[src/rtl/mem_arbiter.sv]
`default_nettype none
// ============================================================================
// Module      : mem_arbiter
// Description : Shares one unified memory port between the I-cache fill FSM,
//               the D-cache fill FSM and the D-cache write-through path.
//               A fill owns the port until its last beat returns. A write
//               owns it for exactly one cycle. Contested fills alternate
//               between the I side and the D side.
// Ports       : clk, rst                 - clock, synchronous active-high reset
//               i_req/i_addr             - I fill request and address
//               d_req/d_addr             - D fill request and address
//               d_wr_req/addr/data       - D write-through request
//               mem_data_out/valid       - memory read return
//               mem_enable/wr/addr/
//               mem_data_in              - memory request side
//               i_grant, d_grant,
//               d_wr_ack                 - ownership / write accept
//               i_data_valid,
//               d_data_valid             - return strobe routed to the owner
//               fill_data, busy          - read data pass-through, not idle
// Revision    : 1.0 - initial release
// ============================================================================
module mem_arbiter #(
    parameter int BEATS  = 8,
    parameter int ADDR_W = 16,
    parameter int DATA_W = 16
) (
    input  logic              clk,
    input  logic              rst,
    input  logic              i_req,
    input  logic [ADDR_W-1:0] i_addr,
    input  logic              d_req,
    input  logic [ADDR_W-1:0] d_addr,
    input  logic              d_wr_req,
    input  logic [ADDR_W-1:0] d_wr_addr,
    input  logic [DATA_W-1:0] d_wr_data,
    input  logic [DATA_W-1:0] mem_data_out,
    input  logic              mem_data_valid,
    output logic              mem_enable,
    output logic              mem_wr,
    output logic [ADDR_W-1:0] mem_addr,
    output logic [DATA_W-1:0] mem_data_in,
    output logic              i_grant,
    output logic              d_grant,
    output logic              d_wr_ack,
    output logic              i_data_valid,
    output logic              d_data_valid,
    output logic [DATA_W-1:0] fill_data,
    output logic              busy
);

    typedef enum logic [1:0] {
        ST_IDLE  = 2'd0,
        ST_IFILL = 2'd1,
        ST_DFILL = 2'd2,
        ST_WRITE = 2'd3
    } state_t;

    localparam logic [3:0] C_LAST_BEAT = 4'(BEATS - 1);

    state_t     r_state_q;
    logic [3:0] r_beat_q;
    logic       r_last_d_q;   // 1: most recent completed fill was the D side

    always_ff @(posedge clk) begin
        if (rst) begin
            r_state_q  <= ST_IDLE;
            r_beat_q   <= 4'd0;
            r_last_d_q <= 1'b1;   // first contested fill goes to I
        end else begin
            case (r_state_q)
                ST_IDLE: begin
                    // Write-through first; it costs only one cycle.
                    if (d_wr_req) begin
                        r_state_q <= ST_WRITE;
                    end else if (i_req && d_req) begin
                        r_state_q <= r_last_d_q ? ST_IFILL : ST_DFILL;
                    end else if (i_req) begin
                        r_state_q <= ST_IFILL;
                    end else if (d_req) begin
                        r_state_q <= ST_DFILL;
                    end
                end
                ST_IFILL, ST_DFILL: begin
                    // Release is driven only by the beat count; the owner's
                    // request level is not consulted mid-fill.
                    if (mem_data_valid) begin
                        if (r_beat_q == C_LAST_BEAT) begin
                            r_beat_q   <= 4'd0;
                            r_last_d_q <= (r_state_q == ST_DFILL);
                            r_state_q  <= ST_IDLE;
                        end else begin
                            r_beat_q <= r_beat_q + 4'd1;
                        end
                    end
                end
                ST_WRITE: begin
                    r_state_q <= ST_IDLE;
                end
                default: begin
                    r_state_q <= ST_IDLE;
                end
            endcase
        end
    end

    // Output decode from the registered state.
    logic w_ifill;
    logic w_dfill;
    logic w_write;

    assign w_ifill = (r_state_q == ST_IFILL);
    assign w_dfill = (r_state_q == ST_DFILL);
    assign w_write = (r_state_q == ST_WRITE);

    assign mem_enable   = w_ifill | w_dfill | w_write;
    assign mem_wr       = w_write;
    assign mem_addr     = w_ifill ? i_addr    :
                          w_dfill ? d_addr    :
                          w_write ? d_wr_addr : '0;
    assign mem_data_in  = w_write ? d_wr_data : '0;
    assign i_grant      = w_ifill;
    assign d_grant      = w_dfill;
    assign d_wr_ack     = w_write;
    assign i_data_valid = w_ifill & mem_data_valid;
    assign d_data_valid = w_dfill & mem_data_valid;
    assign fill_data    = mem_data_out;
    assign busy         = (r_state_q != ST_IDLE);

endmodule
`default_nettype wire

[config.mk]
export PLATFORM = sky130hd
export DESIGN_NAME = mem_arbiter
export DESIGN_NICKNAME = d
export VERILOG_FILES = /design/src/rtl/mem_arbiter.sv
export SDC_FILE = /design/constraint.sdc
export NUM_CORES = 1
export LEC_CHECK = 0
export BUFFER_PORTS_ARGS = -buffer_cell sky130_fd_sc_hd__buf_2
export CORE_ASPECT_RATIO = 0.5
export CORE_MARGIN = 5
export CORE_UTILIZATION = 31
export CTS_CLUSTER_DIAMETER = 150
export DETAILED_ROUTE_END_ITERATION = 7
export PLACE_DENSITY = 0.81
export SETUP_SLACK_MARGIN = 0.4
export SLEW_MARGIN = 30
export SYNTH_ARGS = -nofsm -noshare
export SYNTH_HDL_FRONTEND = slang
export SYNTH_SLANG_ARGS = --single-unit
[constraint.sdc]
create_clock -name clk -period 2.1 [get_ports clk]
set_input_delay 0.21 -clock clk [delete_from_list [all_inputs] [get_ports clk]]
set_output_delay 0.21 -clock clk [all_outputs]
set_load 0.01 [all_outputs]
==> run_results.csv <==
group,metric,value,unit
worst_setup_path,crit_family,"flip-flops",
timing,worst_pin_slew,425,ps
routing,drt-wirelength-per-cell,13.3,um
clock_network,cts_root_buffer,"clkbuf_8",
timing,skew,3.42,ps
floorplanning,core,3100,um2
placement,io_buffers,109,
timing,hold_ws,250,ps
routing,drt_iter0_drc,34,
clock_network,cts_buffers,3,
worst_setup_path,slowest_delay,380,ps
global_routing,grt_usage,15.0,%
pwr,irDropWorstVdd,0.000524,V
floorplanning,die_height,50.9,um
worst_setup_path,worstPathArrival,1440,ps
pwr,power.leakage,0.000927,uW
routing,vias_per_cell,4.61,
routing,vias,1420,
clock_network,clk_latency,230,ps
cells_and_area,nets,361,
run,maxCapViolCount,0,
clock_network,postCtsHoldBufs,0,
routing,wl,4.10,mm
cells_and_area,layout.cells.most_common,"buf_2",
placement,post-dp-hpwl,2.99,mm
routing,dr.pass1.iters,5,
routing,drc,0,
logic_synthesis,ys_warn_count,0,
cells_and_area,layout.cells.most_common_list,"buf_2 (109), nand2_1 (37), a21oi_1 (19), and2_1 (18), nor2_1 (17)",
worst_setup_path,crit_buf_inv,3,
cells_and_area,area_growth,65.6,%
pwr,powerDensity,977,nW/um2
timing,rsz0062_at_grt,"true",
floorplanning,die_area,4670,um2
routing,ant_nets,0,
global_routing,grt_pass1_wl,5.73,mm
clock_network,clockBufferDepth,2,
logic_synthesis,netlist_area,1040,um2
timing,timing.final.crit_share,78.4,%
cells_and_area,fin_cells,308,
global_routing,antenna_found_initial,0,
placement,gp_congestion,0.885,
floorplanning,io_pins,142,
placement,dp.cells,298,
status,status,"finished, final reports clean",
timing,hold_viol,0,
clock_network,cts_tree,"done",
timing,slew_headroom,71.3,%
worst_setup_path,cp-end-kind,"primary output",
worst_setup_path,worst_ep_required_time,1890,ps
worst_setup_path,worstSetupStartpointType,"flop",
floorplanning,die_w,91.8,um
clock_network,cts_htree_levels,1,
worst_setup_path,crit_slowest_cell,"dfxtp_4",
logic_synthesis,ys_ff_latch,7,
global_routing,grt_max_degree,35,
timing,setup_viol,0,
worst_setup_path,path_cells,"inv_6, ha_4, buf_12, nor2_1, a21oi_1, o21ai_1, buf_2",
cells_and_area,drive_above_1_share,49.6,%
floorplanning,rows,14,
logic_synthesis,seq_area_frac_synth,13.5,%
worst_setup_path,crit_fanout,15,
logic_synthesis,synth.distinct_cells,24,
worst_setup_path,critPathKind,"flop to primary output",
worst_hold_path,min_path_type,"input pin to flop",
timing,fmax,608,MHz
timing,maxSlewViolCount,0,
global_routing,grt_overflow,0,
logic_synthesis,avgSynthCellArea,5.96,um2
cells_and_area,antennaDiodeCount,0,
floorplanning,initial_utilization,33.5,%
clock_network,cts.sinks,7,
clock_network,clk_pin_slew,40,ps
global_routing,first_global_vias,1253,
timing,finalSetupTns,0,ps
timing,fin_crit,1650,ps
logic_synthesis,synthCells,174,
logic_synthesis,syn_nets,266,
[state kept, by name, indices dropped and copies added (netlist names)]
| register | count |
|---|---|
| r_state_q | 2 |
| r_last_d_q | 1 |
| r_beat_q | 4 |
[worst paths after layout]
check | from | to | slack [ps] | depth (start not counted)
setup / recovery | r_state_q[0] | mem_addr[15] | 450 | 7
setup reg to reg | r_state_q[0] | r_beat_q[3] | 490 | 6
hold reg to reg | r_beat_q[1] | r_beat_q[1] | 480 | 2
hold / removal | rst | r_beat_q[0] | 250 | 2
[synthesized netlist by cell type]
| cell | number | share of area, % |
|---|---|---|
| a21o_1 | 1 | 0.72 |
| nand3b_1 | 2 | 1.4 |
| nand2_1 | 37 | 13 |
| nor2b_1 | 1 | 0.60 |
| nor2_1 | 20 | 7.2 |
| and2_1 | 18 | 11 |
| a21oi_1 | 19 | 9.2 |
| ha_1 | 6 | 7.2 |
| xor2_1 | 1 | 0.84 |
| o31ai_1 | 2 | 1.4 |
| dfxtp_1 | 7 | 14 |
| buf_1 | 1 | 0.36 |
| o21ai_0 | 18 | 8.7 |
| nand2b_1 | 1 | 0.60 |
| inv_1 | 4 | 1.4 |
| nand3_1 | 4 | 1.9 |
| clkbuf_1 | 6 | 2.2 |
| buf_2 | 4 | 1.9 |
| a211oi_2 | 1 | 1.2 |
| nor4b_1 | 1 | 0.84 |
| or4_1 | 1 | 0.72 |
| buf_4 | 17 | 12 |
| o211ai_1 | 1 | 0.72 |
| nand2_2 | 1 | 0.60 |
[logic make-up after synthesis]
| logic type | Yosys count | synth area share (%) |
|---|---|---|
| compound gates | 42 | 22.0 |
| xor+xnor | 1 | 0.845 |
| fa+ha+maj | 6 | 7.24 |
| buf+inv | 32 | 18.2 |
| flops | 7 | 13.5 |
| simple gates | 86 | 38.2 |
[metal layers]
layer	vias up	wire [um]	GRT usage (%)
li1	740	-	-
met1	624	1740	16.6
met2	47	2050	27.0
met3	9	255	3.81
met4	0	46	8.13
met5	-	0	0
[report_power, final]
part | total, uW | internal (uW) | switching, uW
logic | 1270 | 599 | 674
registers | 213 | 170 | 43.1
clock network | 193 | 132 | 61.3
[area by class of cell]
cell class                 count  area (um2)
fill                         308        1380
inverter                       4        20.0
tap                           40        50.0
clock buffer                   4        45.0
timing repair buffer         118         702
multi-input combinational    135         753
sequential                     7         148
[through the flow]
step / setup WS [ps] / total power, uW / utilization [%] / area, um2
3_3_place_gp: 520 / 1160 / 48.2 / 1490
3_5_place_dp: 454 / 1180 / 48.2 / 1490
5_1_grt: 376 / 1820 / 55.4 / 1720
6_report: 454 / 1680 / 55.4 / 1720
2_1_floorplan: 485 / 826 / - / 1040
4_1_cts: 410 / 1440 / 51.1 / 1590
[what timing repair did]
| action | 4_1_cts | 5_1_grt |
|---|---|---|
| setup buffers | 0 | 3 |
| cloned | 0 | 3 |
| gates resized for setup | 12 | 25 |
| pin swaps | 0 | 3 |
| endpoints found under the setup margin | 15 | 19 |
(Power assumes the default switching activity.)
